$ cat src/rtl/adc_pkg.sv
// Shared constants and FSM state type for the ADS131M08 SPI frame capture path.
package adc_pkg;

    localparam int ADS_WORDS_PER_FRAME = 10;
    localparam int ADS_NUM_CH          = 8;
    localparam int ADS_STATUS_IDX      = 0;
    localparam int ADS_CRC_IDX         = 9;

    typedef enum logic [2:0] {
        ST_IDLE,
        ST_CS_SETUP,
        ST_SHIFT,
        ST_CS_HOLD,
        ST_DONE
    } adc_cap_state_t;

endpackage

$ cat src/rtl/adc_spi_frame_capture_if.sv
// SPI pin bundle between the capture master and the ADC.
interface adc_spi_frame_capture_if;

    logic adc_drdy_n;
    logic adc_miso;
    logic adc_cs_n;
    logic adc_sclk;
    logic adc_mosi;

    modport master (
        input  adc_drdy_n,
        input  adc_miso,
        output adc_cs_n,
        output adc_sclk,
        output adc_mosi
    );

    modport slave (
        output adc_drdy_n,
        output adc_miso,
        input  adc_cs_n,
        input  adc_sclk,
        input  adc_mosi
    );

endinterface

$ cat src/rtl/adc_drdy_sync.sv
// Two-flop synchroniser for the async DRDY line plus a falling-edge detector.
module adc_drdy_sync (
    input  logic clk,
    input  logic rst_n,
    input  logic drdy_n_i,
    output logic drdy_fall_o
);

    // [1:0] synchronise, [2] holds the previous synchronised value
    logic [2:0] sync_q;

    always_ff @(posedge clk or negedge rst_n) begin
        if (!rst_n) begin
            sync_q <= 3'b111;
        end else begin
            sync_q <= {sync_q[1:0], drdy_n_i};
        end
    end

    assign drdy_fall_o = sync_q[2] & ~sync_q[1];

endmodule

$ cat src/rtl/adc_spi_frame_capture.sv
// SPI mode-1 master: on DRDY fall, clocks one ADS131M08 frame in MSB-first and
// publishes it atomically as zero-padded 32-bit slots with a one-cycle frame_valid.
module adc_spi_frame_capture
    import adc_pkg::*;
#(
    parameter int BITS_PER_WORD   = 24,
    parameter int WORDS_PER_FRAME = ADS_WORDS_PER_FRAME,
    parameter int SCLK_DIV        = 4
) (
    input  logic                            clk,
    input  logic                            rst_n,
    input  logic                            enable,
    input  logic                            clear_overrun,
    adc_spi_frame_capture_if.master         spi,
    output logic [32*WORDS_PER_FRAME-1:0]   frame_words_packed,
    output logic                            frame_valid,
    output logic                            busy,
    output logic                            overrun
);

    if (BITS_PER_WORD < 1 || BITS_PER_WORD > 32) begin : g_bad_bpw
        $fatal(1, "BITS_PER_WORD must be 1..32");
    end
    if (WORDS_PER_FRAME < ADS_NUM_CH + 1) begin : g_bad_wpf
        $fatal(1, "WORDS_PER_FRAME must be >= 9");
    end
    if (SCLK_DIV < 1) begin : g_bad_div
        $fatal(1, "SCLK_DIV must be >= 1");
    end

    localparam int BC_W = $clog2(BITS_PER_WORD + 1);
    localparam int WC_W = $clog2(WORDS_PER_FRAME + 1);
    localparam int DV_W = $clog2(SCLK_DIV + 1);
    localparam logic [BC_W-1:0] BIT_LAST  = BC_W'(BITS_PER_WORD - 1);
    localparam logic [WC_W-1:0] WORD_LAST = WC_W'(WORDS_PER_FRAME - 1);
    localparam logic [DV_W-1:0] DIV_LAST  = DV_W'(SCLK_DIV - 1);

    adc_cap_state_t state_q, state_d;
    logic [DV_W-1:0]                    div_q, div_d;
    logic [BC_W-1:0]                    bit_q, bit_d;
    logic [WC_W-1:0]                    word_q, word_d;
    logic                               sclk_q, sclk_d;
    logic                               last_q, last_d;
    logic                               overrun_q, overrun_d;
    logic                               cs_n_q;
    logic                               fv_q;
    logic [BITS_PER_WORD-1:0]           shift_q, shift_d, shift_nx;
    logic [WORDS_PER_FRAME-1:0][31:0]   shadow_q, shadow_d, packed_q;
    logic                               drdy_fall;
    logic                               div_end;

    adc_drdy_sync u_drdy_sync (
        .clk         (clk),
        .rst_n       (rst_n),
        .drdy_n_i    (spi.adc_drdy_n),
        .drdy_fall_o (drdy_fall)
    );

    assign div_end  = (div_q == DIV_LAST);
    assign shift_nx = BITS_PER_WORD'({shift_q, spi.adc_miso});

    always_comb begin
        state_d  = state_q;
        div_d    = '0;
        sclk_d   = sclk_q;
        bit_d    = bit_q;
        word_d   = word_q;
        last_d   = last_q;
        shift_d  = shift_q;
        shadow_d = shadow_q;

        if (state_q inside {ST_CS_SETUP, ST_SHIFT, ST_CS_HOLD}) begin
            div_d = div_end ? '0 : div_q + 1'b1;
        end

        case (state_q)
            ST_IDLE: begin
                if (drdy_fall && enable) begin
                    state_d = ST_CS_SETUP;
                    bit_d   = '0;
                    word_d  = '0;
                    last_d  = 1'b0;
                end
            end
            ST_CS_SETUP: begin
                if (div_end) begin
                    state_d = ST_SHIFT;
                    sclk_d  = 1'b1;
                end
            end
            ST_SHIFT: begin
                if (div_end) begin
                    if (sclk_q) begin
                        // falling SCLK: MISO has been stable since the rise
                        sclk_d  = 1'b0;
                        shift_d = shift_nx;
                        if (bit_q == BIT_LAST) begin
                            bit_d = '0;
                            for (int k = 0; k < WORDS_PER_FRAME; k++) begin
                                if (word_q == WC_W'(k)) shadow_d[k] = 32'(shift_nx);
                            end
                            if (word_q == WORD_LAST) begin
                                word_d = '0;
                                last_d = 1'b1;
                            end else begin
                                word_d = word_q + 1'b1;
                            end
                        end else begin
                            bit_d = bit_q + 1'b1;
                        end
                    end else if (last_q) begin
                        // low half of the final bit is done
                        state_d = ST_CS_HOLD;
                        last_d  = 1'b0;
                    end else begin
                        sclk_d = 1'b1;
                    end
                end
            end
            ST_CS_HOLD: begin
                if (div_end) state_d = ST_DONE;
            end
            ST_DONE: state_d = ST_IDLE;
            default: state_d = ST_IDLE;
        endcase
    end

    // an edge while a frame is in flight is dropped; a set beats a same-cycle clear
    always_comb begin
        overrun_d = overrun_q;
        if (drdy_fall && state_q != ST_IDLE) begin
            overrun_d = 1'b1;
        end else if (clear_overrun) begin
            overrun_d = 1'b0;
        end
    end

    always_ff @(posedge clk or negedge rst_n) begin
        if (!rst_n) begin
            state_q   <= ST_IDLE;
            div_q     <= '0;
            sclk_q    <= 1'b0;
            bit_q     <= '0;
            word_q    <= '0;
            last_q    <= 1'b0;
            shift_q   <= '0;
            shadow_q  <= '0;
            packed_q  <= '0;
            cs_n_q    <= 1'b1;
            fv_q      <= 1'b0;
            overrun_q <= 1'b0;
        end else begin
            state_q   <= state_d;
            div_q     <= div_d;
            sclk_q    <= sclk_d;
            bit_q     <= bit_d;
            word_q    <= word_d;
            last_q    <= last_d;
            shift_q   <= shift_d;
            shadow_q  <= shadow_d;
            cs_n_q    <= !(state_d inside {ST_CS_SETUP, ST_SHIFT, ST_CS_HOLD});
            fv_q      <= (state_d == ST_DONE);
            overrun_q <= overrun_d;
            if (state_d == ST_DONE) packed_q <= shadow_q;
        end
    end

    assign spi.adc_cs_n       = cs_n_q;
    assign spi.adc_sclk       = sclk_q;
    assign spi.adc_mosi       = 1'b0;
    assign frame_words_packed = packed_q;
    assign frame_valid        = fv_q;
    assign busy               = (state_q != ST_IDLE);
    assign overrun            = overrun_q;

endmodule

$ cat src/flat_wrapper.sv
// flat-port wrapper written by rule: the top's interface ports become plain ports
module adc_spi_frame_capture_flat import adc_pkg::*;
#(
    parameter int BITS_PER_WORD   = 24,
    parameter int WORDS_PER_FRAME = ADS_WORDS_PER_FRAME,
    parameter int SCLK_DIV        = 4
)
  (clk, rst_n, enable, clear_overrun, frame_words_packed, frame_valid, busy, overrun, spi_adc_drdy_n, spi_adc_miso, spi_adc_cs_n, spi_adc_sclk, spi_adc_mosi);
  adc_spi_frame_capture_if spi_i ();
  input  logic clk;
  input  logic rst_n;
  input  logic enable;
  input  logic clear_overrun;
  output logic [32*WORDS_PER_FRAME-1:0] frame_words_packed;
  output logic frame_valid;
  output logic busy;
  output logic overrun;
  input wire logic [$bits(spi_i.adc_drdy_n)-1:0] spi_adc_drdy_n;
  input wire logic [$bits(spi_i.adc_miso)-1:0] spi_adc_miso;
  output wire logic [$bits(spi_i.adc_cs_n)-1:0] spi_adc_cs_n;
  output wire logic [$bits(spi_i.adc_sclk)-1:0] spi_adc_sclk;
  output wire logic [$bits(spi_i.adc_mosi)-1:0] spi_adc_mosi;
  assign spi_i.adc_drdy_n = spi_adc_drdy_n;
  assign spi_i.adc_miso = spi_adc_miso;
  assign spi_adc_cs_n = spi_i.adc_cs_n;
  assign spi_adc_sclk = spi_i.adc_sclk;
  assign spi_adc_mosi = spi_i.adc_mosi;
  adc_spi_frame_capture #(.BITS_PER_WORD(BITS_PER_WORD), .WORDS_PER_FRAME(WORDS_PER_FRAME), .SCLK_DIV(SCLK_DIV)) u_core (.clk(clk), .rst_n(rst_n), .enable(enable), .clear_overrun(clear_overrun), .spi(spi_i), .frame_words_packed(frame_words_packed), .frame_valid(frame_valid), .busy(busy), .overrun(overrun));
endmodule
$ cat config.mk
export PLATFORM = sky130hd
export DESIGN_NAME = adc_spi_frame_capture_flat
export DESIGN_NICKNAME = d
export VERILOG_FILES = /design/src/rtl/adc_pkg.sv /design/src/rtl/adc_spi_frame_capture_if.sv /design/src/rtl/adc_drdy_sync.sv /design/src/rtl/adc_spi_frame_capture.sv /design/src/flat_wrapper.sv
export SDC_FILE = /design/constraint.sdc
export NUM_CORES = 1
export LEC_CHECK = 0
export ABC_CLOCK_PERIOD_IN_PS = 3100
export CORE_MARGIN = 2
export CORE_UTILIZATION = 53
export CTS_CLUSTER_SIZE = 20
export DETAILED_ROUTE_END_ITERATION = 7
export MAX_ROUTING_LAYER = met4
export PLACE_DENSITY = 0.76
export SYNTH_ARGS = -nofsm -noshare
export SYNTH_HDL_FRONTEND = slang
export SYNTH_HIERARCHICAL = 1
export SYNTH_SLANG_ARGS = --single-unit
$ cat constraint.sdc
create_clock -name clk -period 3.1 [get_ports clk]
set_clock_uncertainty 0.15 [all_clocks]
set_input_delay 0.31 -clock clk [delete_from_list [all_inputs] [get_ports clk]]
set_output_delay 0.31 -clock clk [all_outputs]
set_load 0.05 [all_outputs]
; ---- Word-level counts from Yosys, hierarchy flattened
; Index checks and enable logic that the tools add are counted.
[word_totals]
regBits = 526
input_bits = 6
output_inout_bits = 326
elab_cells = 120
[op_classes]
n_addsub = 3
eq_ne = 25
mux = 33
n_bitwise = 2
n_reduce_logical = 26
[ops]
columns = operator, n
row1 = AND reduction 5 bit, 12
row2 = 2-to-1 mux 3 bit, 8
row3 = 2-to-1 mux 4 bit, 5
row4 = 2-to-1 mux 5 bit, 4
row5 = "== test 4 x 3 -> 1 bit, second input constant", 4
row6 = "== test 3 x 2 -> 1 bit, second input constant", 5
row7 = one-hot mux 3 bit (4 select lines), 1
row8 = 2-to-1 mux 1 bit, 11
row9 = one-hot mux 5 bit (2 select lines), 1
row10 = nonzero test 3 bit, 3
row11 = "== test 4 x 2 -> 1 bit, second input constant", 2
row12 = "== test 4 bit, second input constant", 2
row13 = "!= test 2 x 1 -> 1 bit, second input constant", 4
row14 = one-hot mux 4 bit (2 select lines), 1
row15 = "== test 3 x 1 -> 1 bit, second input constant", 2
row16 = "!= test 3 bit, second input constant", 2
row17 = AND reduction 3 bit, 2
row18 = nonzero test 2 bit, 3
row19 = "adder 5 x 1 -> 5 bit, second input constant", 1
row20 = "== test 5 bit, second input constant", 1
row21 = "adder 4 x 1 -> 4 bit, second input constant", 1
row22 = "== test 4 x 1 -> 1 bit, second input constant", 1
row23 = logical NOT 4 bit, 1
row24 = one-hot mux 1 bit (2 select lines), 2
row25 = 9 further kinds, 10

; ---- Longest topological paths before layout
[logic_depth]
word_depth = 8
mapped_depth = 7
ltp_nobuf = 5

; ---- Modules after synthesis
; The synthesis kept the hierarchy.
[modules_own_cells]
columns = mod, instances, cells_each, area_per_inst_um2, seq_area_each_um2
row1 = adc_spi_frame_capture, 1, 1289, 20440.9, 13088.8
row2 = adc_drdy_sync, 1, 4, 92.6, 78.8

; ---- Least setup slack after synthesis
; No wires, ideal clock.
[synth_timing]
kind = register -> register
startpoint = register u_core.sclk_q (netlist: u_core/spi.adc_sclk)
endpoint = register u_core/shadow_q[224] (netlist name)
setup_time_ns = 0.125
t_arrival_ns = 2.156
t_required_ns = 2.825
setup_slack_ns = 0.669
path_stages_with_launch = 6
n_path_buf = 1
synth_period_minus_slack_ns = 2.431
cell_sequence = dfrtp_1 -> and3b_1 -> nand3_1 -> nor3b_2 -> buf_4 -> mux2_2
[synth_between]
elab_chain_len = 1
[synth_lines]
columns = item, line_no
row1 = "start, declared", adc_spi_frame_capture.sv:42  ; logic sclk_q, sclk_d;
row2 = "start signal, assigned", adc_spi_frame_capture.sv:155  ; sclk_q <= sclk_d;
row3 = AND reduction 5 bit (no line), --
row4 = "end signal, assigned", adc_spi_frame_capture.sv:160  ; shadow_q <= shadow_d;
row5 = "end, declared", adc_spi_frame_capture.sv:48  ; logic [WORDS_PER_FRAME-1:0][31:0] shadow_q, shadow_d, packed_q;
; Every way passes these cells.
; A chain may end at the register's enable or synchronous reset.

; ---- Worst setup path after layout
[layout_timing]
startpoint = register u_core.state_q[0]
endpoint = output busy
[layout_between]
elab_chain_len = 1
[layout_lines]
columns = item, line_no
row1 = "start, declared", adc_spi_frame_capture.sv:38  ; adc_cap_state_t state_q, state_d;
row2 = "start signal, assigned", adc_spi_frame_capture.sv:153  ; state_q <= state_d;
row3 = nonzero test 3 bit, adc_spi_frame_capture.sv:173  ; assign busy = (state_q != ST_IDLE);
row4 = "end, declared", flat_wrapper.sv:16  ; output logic busy;
; Every way passes these cells.

==> metrics.yaml <==
grt_first_pass_wirelength_um: 70500
fin_setup_tns_ns: 0
fp.dieH_um: 201
final.setup.worst_slack_ns: 0.288
synth_largest_area_cell: "sky130_fd_sc_hd__dfrtp_1"
grt_antenna_before_repair: 0
drtPass1Iterations: 4
route.antenna.remaining_nets: 0
postSynthAreaPerCell_sq_um: 15.9
clkLatencyLatePin_ns: 0.58
post-route-util: 0.655
synthesis_warning_total: 6
timing_worst_slew_pin_value_ns: 0.829
clkSlewWorstSetupHoldPaths_ns: 0.06
timing.critical_path.arrival_ns: 2.35
die_w_um: 201
count_of_maximum_capacitance_violations: 0
tritoncts: "done"
drt-vias-per-instance: 5.29
maxSlewViolCount: 0
ys_ff_latch: 526
fin_nets: 1560
post-route-period-util: 0.907
slew-limit-headroom: 0.447
min_path_type: "input pin to flip-flop"
clkSinkCount: 526
crit_fanout: 14
r2r_start: "u_core/bit_q[0]"
timing.critical_path.from_type: "flip-flop"
dp_hpwl_um: 29000
vias_in_the_first_global_route: 11800
synth_top_area_share: 0.636
outcome: "complete, no violations"
synth.distinct_cells: 49
synth_enable_flop_cells: 0
detail_route.iter0.violations: 409
max-vdd-ir-drop_v: 0.000500
core-area_sq_mm: 0.0385
grt_max_degree: 89
synth.cells.most_frequent: "522 x sky130_fd_sc_hd__dfrtp_1, 502 x sky130_fd_sc_hd__mux2_2, 90 x sky130_fd_sc_hd__buf_4, 38 x sky130_fd_sc_hd__clkbuf_1, 32 x sky130_fd_sc_hd__buf_2"
start_util: 0.534
post_synth_inst_count: 1293
holdWs_ns: 0.154
finalSetupViolCount: 0
fp.dieArea_sq_mm: 0.0403
fp-row-count: 72
synthTopCellsByArea: "sky130_fd_sc_hd__dfrtp_1 64%, sky130_fd_sc_hd__mux2_2 28%, sky130_fd_sc_hd__buf_4 3.3%, sky130_fd_sc_hd__buf_2 0.78%, sky130_fd_sc_hd__clkbuf_1 0.69%"
grt_setup_unrepaired: "no"
critical-path-slowest-cell: "sky130_fd_sc_hd__clkdlybuf4s50_1"
power.density_cell_area_mw_per_mm2: 587
remaining_drc_errors: 0
post_route_cells_drive_above_1_share: 0.403
numPlacedInstances: 2014
synth_top_flop_cell: "sky130_fd_sc_hd__dfrtp_1"
portBuffers: 250
place_worst_setup_slack_ns: 0.364
timing_hold_violations_final: 0
cts-htree-levels: 2
worst_setup_path_startpoint: "u_core/state_q[0]"
diodes: 0
globalRouteOverflowTotal: 0
total_leakage_power_nw: 12.5
yosysSeqAreaShare: 0.641
worstHoldStart: "clear_overrun"
cp_data_required_time_ns: 2.64
finalWorstPathRequiredPeriod_ns: 2.81
place.gp.congestion: 0.814
synth.cell_area_sq_mm: 0.0205
most_frequent_cell_after_synthesis: "sky130_fd_sc_hd__dfrtp_1"
num_io_pins: 332
drt-total-wl_um: 44700
criticalPathCategory: "flip-flop to output port"
root_buffer: "sky130_fd_sc_hd__clkbuf_16"
setup.worst_path.end_class: "output port"
cts_setup_buffers: 0
route.vias.total: 11100
postSynth.asyncResetShare: 1.00
ctsLongestPathBuffers: 3
grt_usage: 0.234
finalNonFillerCells: 2105
cts_buffers: 52
worstPathCellList: "or3_1, clkdlybuf4s50_1"
crit_path_max_incr_delay_ns: 0.75
achievable-frequency_mhz: 356
area_delta_synth_final_pct: 22.7
average_wire_length_per_cell_after_detail_routing_um: 21.3
## power by group
part | switching (mW) | total [mW] | internal, mW | leakage (nW)
logic | 0.873 | 1.24 | 0.372 | 4.31
clock network | 2.54 | 6.34 | 3.80 | 0.855
registers | 0.211 | 7.20 | 6.99 | 7.30
total | 3.63 | 14.8 | 11.2 | 12.5
## placed cells by master, fill, tap and decap left out, drive strengths merged, types with 3 or more instances in the layout
cell and count:
clkbuf 76, buf 37, and3 6, nand3 10, conb 81, nor2b 5
nor3b 4, nor2 8, clkdlybuf4s50 249, o21ai 13, a21oi 4, dfstp 4
nor4 3, nand2b 3, nand2 14, bufinv 4, clkinv 7, mux2 503
dfrtp 522
## area by class of cell
type | instances | area (sq um)
fill | 2749 | 13300
sequential | 526 | 13200
multi-input combinational | 683 | 6660
timing repair buffer | 288 | 2990
clock buffer | 76 | 1560
tap | 518 | 648
clock inverter | 13 | 170
inverter | 1 | 3.75
## what timing repair did
item / in CTS / in global routing
hold buffers: 2 / 0
hold endpoints to repair: 62 / 0
gates resized for setup: 0 / 0
## cells by family (layout without fill, tap and decap cells)
group	after synthesis	in the layout	synth area share
buffers and inverters	164	378	0.0495
flip-flops	526	526	0.641
other	1	81	0.000183
XOR/XNOR	1	1	0.000427
AND/OR/NAND/NOR	69	69	0.0236
multiplexers	503	503	0.276
adder cells (fa/ha/maj)	2	2	0.00122
AO/OA/AOI/OAI	27	27	0.00792
## layer usage
layer / global-route usage / vias up / wire length (um)
met3: 0.0601 / 58 / 2860
li1: - / 4887 / -
met2: 0.366 / 273 / 21900
met1: 0.305 / 5912 / 19100
met4: 0.0661 / 0 / 882
met5: - / - / 0
## registers in the layout (all words and copies together) (netlist names), 3 cells and up
name and flops:
u_core/frame_words_packed 240, u_core/shadow_q 240, u_core/shift_q 23, u_core/bit_q 5, u_core/word_q 4, u_core/div_q 3
u_core/state_q 3, u_core/u_drdy_sync/sync_q 3
## worst paths after layout
kind                                             endpoint  cells past startpoint  slack, ns
max                                                  busy                      2       0.29
max reg2reg                          u_core/shadow_q[237]                      6       0.34
max in group asynchronous   u_core/frame_words_packed[47]                      3       1.68
min in group asynchronous  u_core/frame_words_packed[197]                      2       0.19
min reg2reg                  u_core/u_drdy_sync/sync_q[1]                      0       0.21
min                                        u_core/overrun                      2       0.15
## stage by stage
| stage | power [mW] | cell area (sq um) |
|---|---|---|
| after floorplan | 8.19 | 20800 |
| after global placement | 8.55 | 23400 |
| after detailed placement | 8.57 | 23400 |
| after CTS | 14.9 | 25200 |
| after global routing | 15.3 | 25200 |
| final | 14.8 | 25200 |
## worst max-delay path: cells and delay by family (launching register included)
kind,cells,cell delay [ns]
buf+inv,1,0.75
flops,1,0.51
simple gates,1,0.51
Power figures use the tool's default switching activity.
